$ cat config.mk
export PLATFORM = sky130hd
export DESIGN_NAME = cbm2_mem_arbiter
export DESIGN_NICKNAME = d
export VERILOG_FILES = /design/src/rtl/cbm2_mem_arbiter.sv
export SDC_FILE = /design/constraint.sdc
export NUM_CORES = 1
export LEC_CHECK = 0
export CORE_MARGIN = 2
export CORE_UTILIZATION = 46
export DETAILED_ROUTE_END_ITERATION = 8
export GPL_ROUTABILITY_DRIVEN = 0
export GPL_TIMING_DRIVEN = 0
export PLACE_DENSITY = 0.87
export SLEW_MARGIN = 20
export SYNTH_ARGS = -nofsm -noshare
export SYNTH_HDL_FRONTEND = slang
export SYNTH_SLANG_ARGS = --single-unit
$ cat constraint.sdc
create_clock -name clk_sys -period 7.9 [get_ports clk_sys]
set_clock_uncertainty 0.15 [all_clocks]
set_input_delay 1.58 -clock clk_sys [delete_from_list [all_inputs] [get_ports clk_sys]]
set_output_delay 1.58 -clock clk_sys [all_outputs]
set_load 0.1 [all_outputs]
$ cat src/rtl/cbm2_mem_arbiter.sv
// CBM-II shared memory arbiter: grants one of NUM_M bus masters access to the
// system memory port with a request/acknowledge handshake. Master 0 (video)
// may optionally hold fixed top priority; the remaining masters share the
// port round-robin. Each master keeps its own last-read byte.
module cbm2_mem_arbiter #(
  parameter int NUM_M    = 3,
  parameter int ADDR_W   = 25,
  parameter int DATA_W   = 8,
  parameter int VID_PRIO = 1,
  parameter int TIMEOUT  = 15,
  parameter logic [DATA_W-1:0] IDLE_DATA = 8'hFF
) (
  input  logic                       clk_sys,
  input  logic                       reset,
  input  logic [NUM_M-1:0]           m_req,
  input  logic [NUM_M-1:0]           m_we,
  input  logic [NUM_M*ADDR_W-1:0]    m_addr,
  input  logic [NUM_M*DATA_W-1:0]    m_wdata,
  output logic [NUM_M-1:0]           m_ack,
  output logic [NUM_M*DATA_W-1:0]    m_rdata,
  output logic                       mem_req,
  output logic                       mem_we,
  output logic [ADDR_W-1:0]          mem_addr,
  output logic [DATA_W-1:0]          mem_wdata,
  input  logic                       mem_ack,
  input  logic [DATA_W-1:0]          mem_rdata,
  output logic [2:0]                 grant_id,
  output logic                       busy,
  output logic                       timeout_err
);

  localparam int IDX_W = (NUM_M > 1) ? $clog2(NUM_M) : 1;
  // Last WAIT cycle index: the counter starts at 0 in the first WAIT cycle.
  localparam logic [7:0] TMO_LAST = 8'(TIMEOUT - 1);

  typedef enum logic [1:0] {
    S_IDLE  = 2'd0,
    S_ISSUE = 2'd1,
    S_WAIT  = 2'd2,
    S_DONE  = 2'd3
  } state_t;

  state_t state, state_nxt;

  logic [IDX_W-1:0]  gid;
  logic [IDX_W-1:0]  rr;
  logic [7:0]        cnt;
  logic              tmo_hit;

  logic              win_vld;
  logic [IDX_W-1:0]  win_sel;
  logic [IDX_W-1:0]  cand;

  logic [ADDR_W-1:0] addr_a  [NUM_M];
  logic [DATA_W-1:0] wdata_a [NUM_M];
  logic [DATA_W-1:0] rdata_q [NUM_M];

  genvar g;
  generate
    for (g = 0; g < NUM_M; g++) begin : g_unpack
      assign addr_a[g]  = m_addr[g*ADDR_W +: ADDR_W];
      assign wdata_a[g] = m_wdata[g*DATA_W +: DATA_W];
      assign m_rdata[g*DATA_W +: DATA_W] = rdata_q[g];
    end
  endgenerate

  assign tmo_hit  = (cnt == TMO_LAST);
  assign grant_id = 3'(gid);

  // Winner selection: optional video override, otherwise search from rr+1.
  // With video priority, master 0 is skipped by the rotating search so the
  // pointer only ever tracks the non-video masters.
  always_comb begin
    win_vld = 1'b0;
    win_sel = '0;
    cand    = '0;
    if (VID_PRIO != 0 && m_req[0]) begin
      win_vld = 1'b1;
    end else begin
      for (int i = 1; i <= NUM_M; i++) begin
        cand = IDX_W'((int'(rr) + i) % NUM_M);
        if (!win_vld && m_req[cand] && !(VID_PRIO != 0 && cand == '0)) begin
          win_vld = 1'b1;
          win_sel = cand;
        end
      end
    end
  end

  // State register.
  always_ff @(posedge clk_sys or posedge reset) begin
    if (reset) state <= S_IDLE;
    else       state <= state_nxt;
  end

  // Next-state and strobe outputs (memory strobe, completion pulse, busy).
  always_comb begin
    state_nxt = state;
    mem_req   = 1'b0;
    m_ack     = '0;
    busy      = (state != S_IDLE);
    case (state)
      S_IDLE:  if (win_vld) state_nxt = S_ISSUE;
      S_ISSUE: begin
        mem_req   = 1'b1;
        state_nxt = S_WAIT;
      end
      S_WAIT:  if (mem_ack || tmo_hit) state_nxt = S_DONE;
      S_DONE: begin
        m_ack[gid] = 1'b1;
        state_nxt  = S_IDLE;
      end
      default: state_nxt = S_IDLE;
    endcase
  end

  // Grant capture, timeout counting and per-master read-data update.
  // An ack in the final WAIT cycle takes precedence over the timeout.
  always_ff @(posedge clk_sys or posedge reset) begin
    if (reset) begin
      gid         <= '0;
      rr          <= '0;
      cnt         <= '0;
      mem_we      <= 1'b0;
      mem_addr    <= '0;
      mem_wdata   <= '0;
      timeout_err <= 1'b0;
      for (int i = 0; i < NUM_M; i++) rdata_q[i] <= IDLE_DATA;
    end else begin
      case (state)
        S_IDLE: begin
          if (win_vld) begin
            gid       <= win_sel;
            mem_addr  <= addr_a[win_sel];
            mem_we    <= m_we[win_sel];
            mem_wdata <= wdata_a[win_sel];
            if (VID_PRIO == 0 || win_sel != '0) rr <= win_sel;
          end
        end
        S_ISSUE: cnt <= '0;
        S_WAIT: begin
          cnt <= cnt + 8'd1;
          if (mem_ack) begin
            if (!mem_we) rdata_q[gid] <= mem_rdata;
          end else if (tmo_hit) begin
            if (!mem_we) rdata_q[gid] <= IDLE_DATA;
            timeout_err <= 1'b1;
          end
        end
        default: ;
      endcase
    end
  end

endmodule

==> results.txt, run 1 <==
H-tree lvl count: 3
Vias: 3823
antenna violations before repair: 0
Max Slew Vio Count: 0
final setup fails: 0
PortBufs: 181
slowest CP cell: clkdlybuf4s50_1
hold buffers post-CTS: 0
CP max FO: 10
Synth Cell Area: 4070 um^2
Root Buffer: clkbuf_8
Worst Path Buf+Inv: 4
CP most frequent cell: inv_1
clock sink count: 73
Yosys cell types: 48
Syn Area/Cell: 10.9 um^2
# IOs: 183
Starting Density: 47.1%
drt first pass iters: 4
GRT overflow: 0
post-layout util: 72.2%
Num CTS Buffers: 9
endpoint class of the critical path: primary output
clock transition at the registers of the reported paths: 0.08 ns
Post-Route WL: 12.0 mm
Max-Cap Viols: 0
total negative slack: 0 ns
min cycle time layout: 4.33 ns
actual slew at the worst max-slew pin: 1.05 ns
row count: 34
vias per inst: 5.62
Slew HR: 29.6%
Worst EP required: 6.17 ns
synth-to-layout area growth: 53.4%
CP Cell Sequence: inv_1 -> ha_1 -> clkbuf_1 -> inv_1 -> clkdlybuf4s50_1
critical path type: reg -> out
largest cells by area after synthesis: dfrtp_1 30%, dfstp_2 16%, mux2i_1 8.9%
sequential cell area fraction in the yosys report: 45.7%
# DRC: 0
status: finished clean
CP peak stage delay: 1.16 ns
Yosys reg bits: 73
RSZ-0062 raised after global routing: false
Arr. time, crit path: 2.60 ns
1st-iter DRT viols: 144
dpl hpwl: 9.26 mm
largest net degree at the start of global routing: 52
fin crit share: 54.8%
Die X: 98.0 um
Skew-Pair Late Insertion Delay: 0.35 ns
# nets final: 693
Antenna Cells: 0
drt wl/cell: 17.7 um
Synthesized Nets: 500
Die ar.: 9600 um^2
core area: 8640 um^2
Die Height: 98.0 um
Total GRT Usage: 25.1%
max frequency: 0.231 GHz
vias in the first global route: 4015
Synth Instances: 374
post-CTS setup buffer count: 0
Setup crit start kind: register
CTS tree: done
antenna viol nets, final: 0
Hold Path Class: reg -> reg
Max Root-Sink Buffers: 2
Fin. Hold Viols: 0
layout cell share with drive strength beyond 1: 14.9%
largest area contributor in the synthesized netlist: dfrtp_1
YS warnings: 0
first-pass GRT wire length: 19.3 mm
post-cts repair resize count: 0
Top delay family on crit path: buffers and inverters
share of the synthesized area in the top cell type: 30.2%
## area by class of cell
cell class                 count  area [um^2]
buffer                        31          144
multi-input combinational    256         2010
clock inverter                 6         46.3
fill                         603         2400
sequential                    73         1860
inverter                      14         55.1
timing repair buffer         182         1840
tap                          108          135
clock buffer                  10          149
## state kept, by name, summed over array words and instances (netlist names)
register     cells
mem_wdata        8
m_rdata         24
timeout_err      1
mem_we           1
cnt              8
state            2
mem_addr        25
gid              2
rr               2
## stage by stage
step	hold WS (ns)	worst slack, ns	instances	cell area [um^2]
4_1_cts	0.344	3.56	680	6240
5_1_grt	0.361	3.39	680	6240
2_1_floorplan	0.321	2.72	374	4070
3_3_place_gp	0.316	3.25	663	6010
6_report	0.341	3.57	680	6240
3_5_place_dp	0.327	3.35	664	6040
## path summary, 6_finish.rpt
path / start / end / slack [ns] / depth (start not counted)
worst max-delay path: state[0]$_DFFE_PP0P_ / busy / 3.57 / 5
worst min-delay path: timeout_err$_DFFE_PP0P_ / timeout_err$_DFFE_PP0P_ / 0.34 / 1
worst max register to register: rr[0]$_DFFE_PP0P_ / mem_addr[21]$_DFFE_PP0P_ / 4.51 / 10
worst min register to register: timeout_err$_DFFE_PP0P_ / timeout_err$_DFFE_PP0P_ / 0.34 / 1
max in group asynchronous: reset / m_rdata[21]$_DFFE_PP1P_ / 5.65 / 3
min in group asynchronous: reset / cnt[7]$_DFFE_PP0P_ / 1.38 / 2
## placed cells by master (no fill, tap or decap), types with 10 or more instances in the layout
cell type	count
a31oi_1	34
buf_2	10
dfstp_2	24
a21boi_0	34
mux2_2	24
clkdlybuf4s50_1	181
inv_1	13
clkbuf_1	18
ha_1	10
nand2_1	12
mux2i_1	36
o31ai_1	35
dfrtp_1	49
## cells in the mapped netlist (all sizes together)
cell type / number
dfrtp: 49
nor2b: 1
a21oi: 4
nand4: 1
nor2: 6
nor3: 4
o32a: 1
o22ai: 3
clkbuf: 18
buf: 13
dfstp: 24
mux2i: 36
inv: 14
nor3b: 5
o2111ai: 1
o21ai: 8
xnor2: 1
nor4: 1
conb: 1
mux2: 25
nor4bb: 1
and3: 3
a31o: 1
nor4b: 1
a311oi: 1
a21boi: 34
xor2: 1
o21a: 1
nand3: 6
ha: 10
nand3b: 1
nand4bb: 1
o2bb2ai: 1
a31oi: 34
and2: 2
or4bb: 1
or4b: 1
o211ai: 1
nand2b: 9
o31a: 1
o31ai: 35
nand2: 12
## routing by layer
layer	global-route usage [%]	share of wire, %
met1	28.9	39
met2	45.4	53
met3	5.65	6.4
met4	8.97	1.7
met5	0	0
## worst register-to-register path, delay by kind of cell (launching register included)
| kind | cells | cell delay, ns |
|---|---|---|
| fa+ha+maj | 1 | 0.27 |
| simple gates | 2 | 0.36 |
| buf+inv | 4 | 1.19 |
| compound gates | 3 | 0.88 |
| flops | 1 | 0.41 |
## logic make-up (layout without fill, tap and decap cells)
kind of cell,Yosys count,after routing,share of synthesized area [%]
AO/OA/AOI/OAI,126,126,21.9
XOR/XNOR,2,2,0.431
multiplexers,61,61,15.8
AND/OR/NAND/NOR,56,56,8.25
buffers and inverters,45,243,4.83
adder cells (fa/ha/maj),10,10,3.08
other,1,1,0.0922
flip-flops,73,73,45.7
Power of run 1 is not shown: default switching activity piles up to over one toggle a cycle in this logic, so the estimate is an artifact.
==> run 2, diff against run 1 <==
- CORE_UTILIZATION: 46 -> 38
- PLACE_DENSITY: 0.87 -> 0.77
- clock period: 7.9 -> 3.65 ns (I/O delays scaled with it)
==> results.txt, run 2 (synthesis results as in run 1) <==
status: finished clean (unchanged)
Antenna Cells: 0 (unchanged)
min cycle time layout: 3.50 ns
RSZ-0062 raised after global routing: false (unchanged)
Die ar.: 11500 um^2 (was 9600 um^2)
layout cell share with drive strength beyond 1: 15.4% (was 14.9%)
Finished Layout Cells: 708 (was 680)
fillers: 904 (was 603)
fin crit share: 95.8%
endpoint class of the critical path: primary output (unchanged)
core area: 10400 um^2 (was 8640 um^2)
PortBufs: 181 (unchanged)
Fin. Hold Viols: 0 (unchanged)
# DRC: 0 (unchanged)
Die X: 107 um (was 98.0 um)
final setup fails: 0 (unchanged)
drt wl/cell: 17.3 um (was 17.7 um)
dpl hpwl: 9.54 mm (was 9.26 mm)
Worst EP required: 2.77 ns (was 6.17 ns)
Root Buffer: clkbuf_8 (unchanged)
Setup crit start kind: register (unchanged)
Post-Route WL: 12.2 mm (was 12.0 mm)
Max Slew Vio Count: 0 (unchanged)
FF-to-FF Start: rr[0]$_DFFE_PP0P_ (unchanged)
# nets final: 693 (unchanged)
synth-to-layout area growth: 54.8% (was 53.4%)
first-pass GRT wire length: 19.6 mm (was 19.3 mm)
Vias: 3743 (was 3823)
HP Start: cnt[2]$_DFFE_PP0P_ (was timeout_err$_DFFE_PP0P_)
clock transition at the registers of the reported paths: 0.08 ns (about the same)
Hold Path Class: reg -> reg (unchanged)
Hold EP: cnt[2]$_DFFE_PP0P_ (was timeout_err$_DFFE_PP0P_)
Num CTS Buffers: 9 (unchanged)
actual slew at the worst max-slew pin: 1.08 ns (was 1.05 ns)
Starting Density: 39.2% (was 47.1%)
hold buffers post-CTS: 0 (unchanged)
1st-iter DRT viols: 155 (was 144)
Arr. time, crit path: 2.62 ns (was 2.60 ns)
clock sink count: 73 (unchanged)
CP max FO: 10 (unchanged)
vias in the first global route: 3957 (was 4015)
vias per inst: 5.29 (was 5.62)
total negative slack: 0 ns (unchanged)
row count: 37 (was 34)
Worst R2R End: mem_addr[18]$_DFFE_PP0P_ (was mem_addr[21]$_DFFE_PP0P_)
critical path type: reg -> out (unchanged)
CTS tree: done (unchanged)
Skew-Pair Late Insertion Delay: 0.34 ns (was 0.35 ns)
R2R setup slack: 0.32 ns (was 4.51 ns)
commonest non-fill, non-tap cell in the layout: clkdlybuf4s50_1 (unchanged)
Hold Path Depth: 1 (unchanged)
# IOs: 183 (unchanged)
largest net degree at the start of global routing: 39 (was 52)
Critical Path Start: state[0]$_DFFE_PP0P_ (unchanged)
antenna viol nets, final: 0 (unchanged)
max reg flops: 25 (unchanged)
GRT overflow: 0 (unchanged)
Slew HR: 27.8% (was 29.6%)
FF-to-FF path depth: 10 (unchanged)
Biggest register: mem_addr (unchanged)
antenna violations before repair: 0 (unchanged)
Max Root-Sink Buffers: 2 (unchanged)
DP Cell Count: 692 (was 664)
Total GRT Usage: 21.5% (was 25.1%)
Max-Cap Viols: 0 (unchanged)
most frequent cells in the layout: 181 x clkdlybuf4s50_1, 49 x dfrtp_1, 36 x mux2i_1, 35 x o31ai_1 (unchanged)
H-tree lvl count: 3 (unchanged)
drt first pass iters: 4 (unchanged)
max frequency: 0.286 GHz
Die Height: 107 um (was 98.0 um)
[run 2: through the flow]
| stage | cell area [um^2] | hold WS, ns | utilization (%) | worst slack, ns |
|---|---|---|---|---|
| after detailed placement | 6080 | 0.358 | 58.6 | -0.134 |
| after global routing | 6290 | 0.394 | 60.7 | 0.0130 |
| final | 6290 | 0.368 | 60.7 | 0.154 |
| after floorplan | 4080 | 0.321 | - | 0.273 |
| after global placement | 6060 | 0.329 | 58.4 | -0.209 |
| after CTS | 6280 | 0.373 | 60.6 | 0.162 |
[run 2: cell type report]
cell class	count	area (um^2)	area share, %
plain buffers	31	144	2.29
clock inverters	5	42.5	0.676
well taps	136	170	2.70
repair buffers	182	1830	29.1
inverters	14	55.1	0.875
flip-flops and latches	73	1860	29.5
clock buffers	11	163	2.59
multi-input cells	256	2030	32.2
[run 2: worst max-delay path by stage]
stage                                         end  slack, ns  depth (start not counted)
after floorplan                          m_ack[2]       0.27                          2
after global routing           gid[0]$_DFFE_PP0P_       0.01                         10
final                                        busy       0.15                          5
after CTS                                    busy       0.16                          5
after detailed placement       gid[0]$_DFFE_PP0P_      -0.13                          8
after global placement    mem_addr[7]$_DFFE_PP0P_      -0.21                          2
[run 2: timing repair]
item	CTS	global route
setup endpoints to repair	0	19
gates resized for setup	0	1
setup buffers	0	0
[run 2: per-layer routing]
| metal | global-route usage [%] | share of wire, % | up-vias |
|---|---|---|---|
| li1 | - | - | 1786 |
| met5 | 0 | 0 | - |
| met4 | 7.42 | 2.4 | 0 |
| met2 | 36.8 | 50 | 150 |
| met1 | 26.6 | 41 | 1784 |
| met3 | 5.02 | 6.7 | 23 |
[run 2: critical path, cell delays in order (launching register included)]
cell and delay, ns:
dfrtp_1 0.41, inv_1 0.08, ha_1 0.19, clkbuf_1 0.24
inv_1 0.18, clkdlybuf4s50_1 1.16
Power of run 2 is left out for the same reason.
==> run 3, diff against run 2 <==
- CORE_MARGIN: 2 -> default
- CORE_UTILIZATION: 38 -> 46
- PLACE_DENSITY: 0.77 -> 0.87
- clock period: 3.65 -> 4.5 ns (I/O delays scaled with it)
==> results.txt, run 3 (synthesis results as in run 1) <==
endpoint class of the critical path: primary output (unchanged)
RSZ-0062 raised after global routing: false (unchanged)
R2R setup slack: 1.24 ns (was 0.32 ns)
status: finished clean (unchanged)
Finished Layout Cells: 677 (was 708)
core area: 8380 um^2 (was 10400 um^2)
antenna violations before repair: 0 (unchanged)
1st-iter DRT viols: 215 (was 155)
Arr. time, crit path: 2.56 ns (was 2.62 ns)
fin crit share: 80.2%
layout cell share with drive strength beyond 1: 15.0% (was 15.4%)
Die ar.: 9220 um^2 (was 11500 um^2)
actual slew at the worst max-slew pin: 1.05 ns (was 1.08 ns)
synth-to-layout area growth: 53.6% (was 54.8%)
drt wl/cell: 17.3 um (about the same)
row count: 33 (was 37)
Die Height: 96.0 um (was 107 um)
FF-to-FF path depth: 10 (unchanged)
CTS tree: done (unchanged)
Hold Path Class: reg -> reg (unchanged)
commonest non-fill, non-tap cell in the layout: clkdlybuf4s50_1 (unchanged)
drt first pass iters: 4 (unchanged)
Worst R2R End: mem_addr[18]$_DFFE_PP0P_ (unchanged)
fillers: 554 (was 904)
clock transition at the registers of the reported paths: 0.07 ns (was 0.08 ns)
Slew HR: 30.1% (was 27.8%)
Die X: 96.0 um (was 107 um)
vias in the first global route: 3778 (was 3957)
vias per inst: 5.53 (was 5.29)
hold slack final: 0.338 ns (was 0.368 ns)
total negative slack: 0 ns (unchanged)
PortBufs: 181 (unchanged)
Skew-Pair Late Insertion Delay: 0.34 ns (about the same)
post-CTS setup buffer count: 0 (unchanged)
Antenna Cells: 0 (unchanged)
Max Root-Sink Buffers: 2 (unchanged)
FF-to-FF Start: rr[0]$_DFFE_PP0P_ (unchanged)
Post-Route WL: 11.7 mm (was 12.2 mm)
Fin. Hold Viols: 0 (unchanged)
GRT overflow: 0 (unchanged)
Storage cell area: 1860 um^2 (unchanged)
# DRC: 0 (unchanged)
Root Buffer: clkbuf_8 (unchanged)
Vias: 3746 (was 3743)
Hold Path Depth: 1 (unchanged)
Setup crit start kind: register (unchanged)
Total GRT Usage: 25.9% (was 21.5%)
dpl hpwl: 9.07 mm (was 9.54 mm)
final setup fails: 0 (unchanged)
HP Start: timeout_err$_DFFE_PP0P_ (was cnt[2]$_DFFE_PP0P_)
Hold EP: timeout_err$_DFFE_PP0P_ (was cnt[2]$_DFFE_PP0P_)
Starting Density: 48.5% (was 39.2%)
# IOs: 183 (unchanged)
largest net degree at the start of global routing: 45 (was 39)
Worst EP required: 3.45 ns (was 2.77 ns)
hold buffers post-CTS: 0 (unchanged)
CP max FO: 10 (unchanged)
first-pass GRT wire length: 18.0 mm (was 19.6 mm)
max reg flops: 25 (unchanged)
# nets final: 693 (unchanged)
Max Slew Vio Count: 0 (unchanged)
critical path type: reg -> out (unchanged)
H-tree lvl count: 3 (unchanged)
min cycle time layout: 3.61 ns
DP Cell Count: 661 (was 692)
area of the multi-input gates: 2020 um^2 (was 2030 um^2)
Max-Cap Viols: 0 (unchanged)
antenna viol nets, final: 0 (unchanged)
Num CTS Buffers: 9 (unchanged)
most frequent cells in the layout: 181 x clkdlybuf4s50_1, 49 x dfrtp_1, 36 x mux2i_1, 35 x o31ai_1 (unchanged)
Biggest register: mem_addr (unchanged)
max frequency: 0.277 GHz
clock sink count: 73 (unchanged)
post-cts repair resize count: 0 (unchanged)
-- run 3: cell types whose count changed in the layout (fill, tap and decap cells not counted), sizes merged --
cell and delta:
clkinv +1, inv -2, clkinvlp +1
-- run 3: worst max-delay path by stage --
stage,startpoint,endpoint,slack (ns)
finish,state[0]$_DFFE_PP0P_,busy,0.89
global route,m_req[0],gid[0]$_DFFE_PP0P_,0.67
CTS,state[0]$_DFFE_PP0P_,busy,0.86
detailed placement,m_req[0],mem_wdata[7]$_DFFE_PP0P_,0.65
global placement,reset,mem_addr[6]$_DFFE_PP0P_,0.51
floorplan,gid[0]$_DFFE_PP0P_,m_ack[0],0.20
-- run 3: layout make-up --
cell class,count,share of cell area [%]
Tap cell,105,2.10
Timing Repair Buffer,182,29.3
Clock buffer,11,2.79
Multi-Input combinational cell,256,32.3
Clock inverter,5,0.521
Buffer,31,2.31
Sequential cell,73,29.7
Inverter,14,0.882
-- run 3: critical path: stages (launching register included) --
cell and delay (ns):
dfrtp_1 0.41, inv_1 0.08, ha_1 0.19, clkbuf_1 0.22
inv_1 0.17, clkdlybuf4s50_1 1.15
-- run 3: metrics by stage --
step	worst slack (ns)	cell area, um^2	util [%]
floorplan	0.197	4070	-
global placement	0.511	6010	71.7
detailed placement	0.648	6040	72.0
CTS	0.864	6240	74.5
global route	0.674	6240	74.5
finish	0.892	6240	74.5
-- run 3: layer usage --
metal  part of all wire, %  GRT usage, %  vias to the layer above
met4                   2.1          9.45                        0
met2                    53          47.1                      155
met3                   6.5          5.45                       18
li1                      -             -                     1788
met1                    38          29.6                     1785
met5                     0             0                        -
Power of run 3 is left out for the same reason.
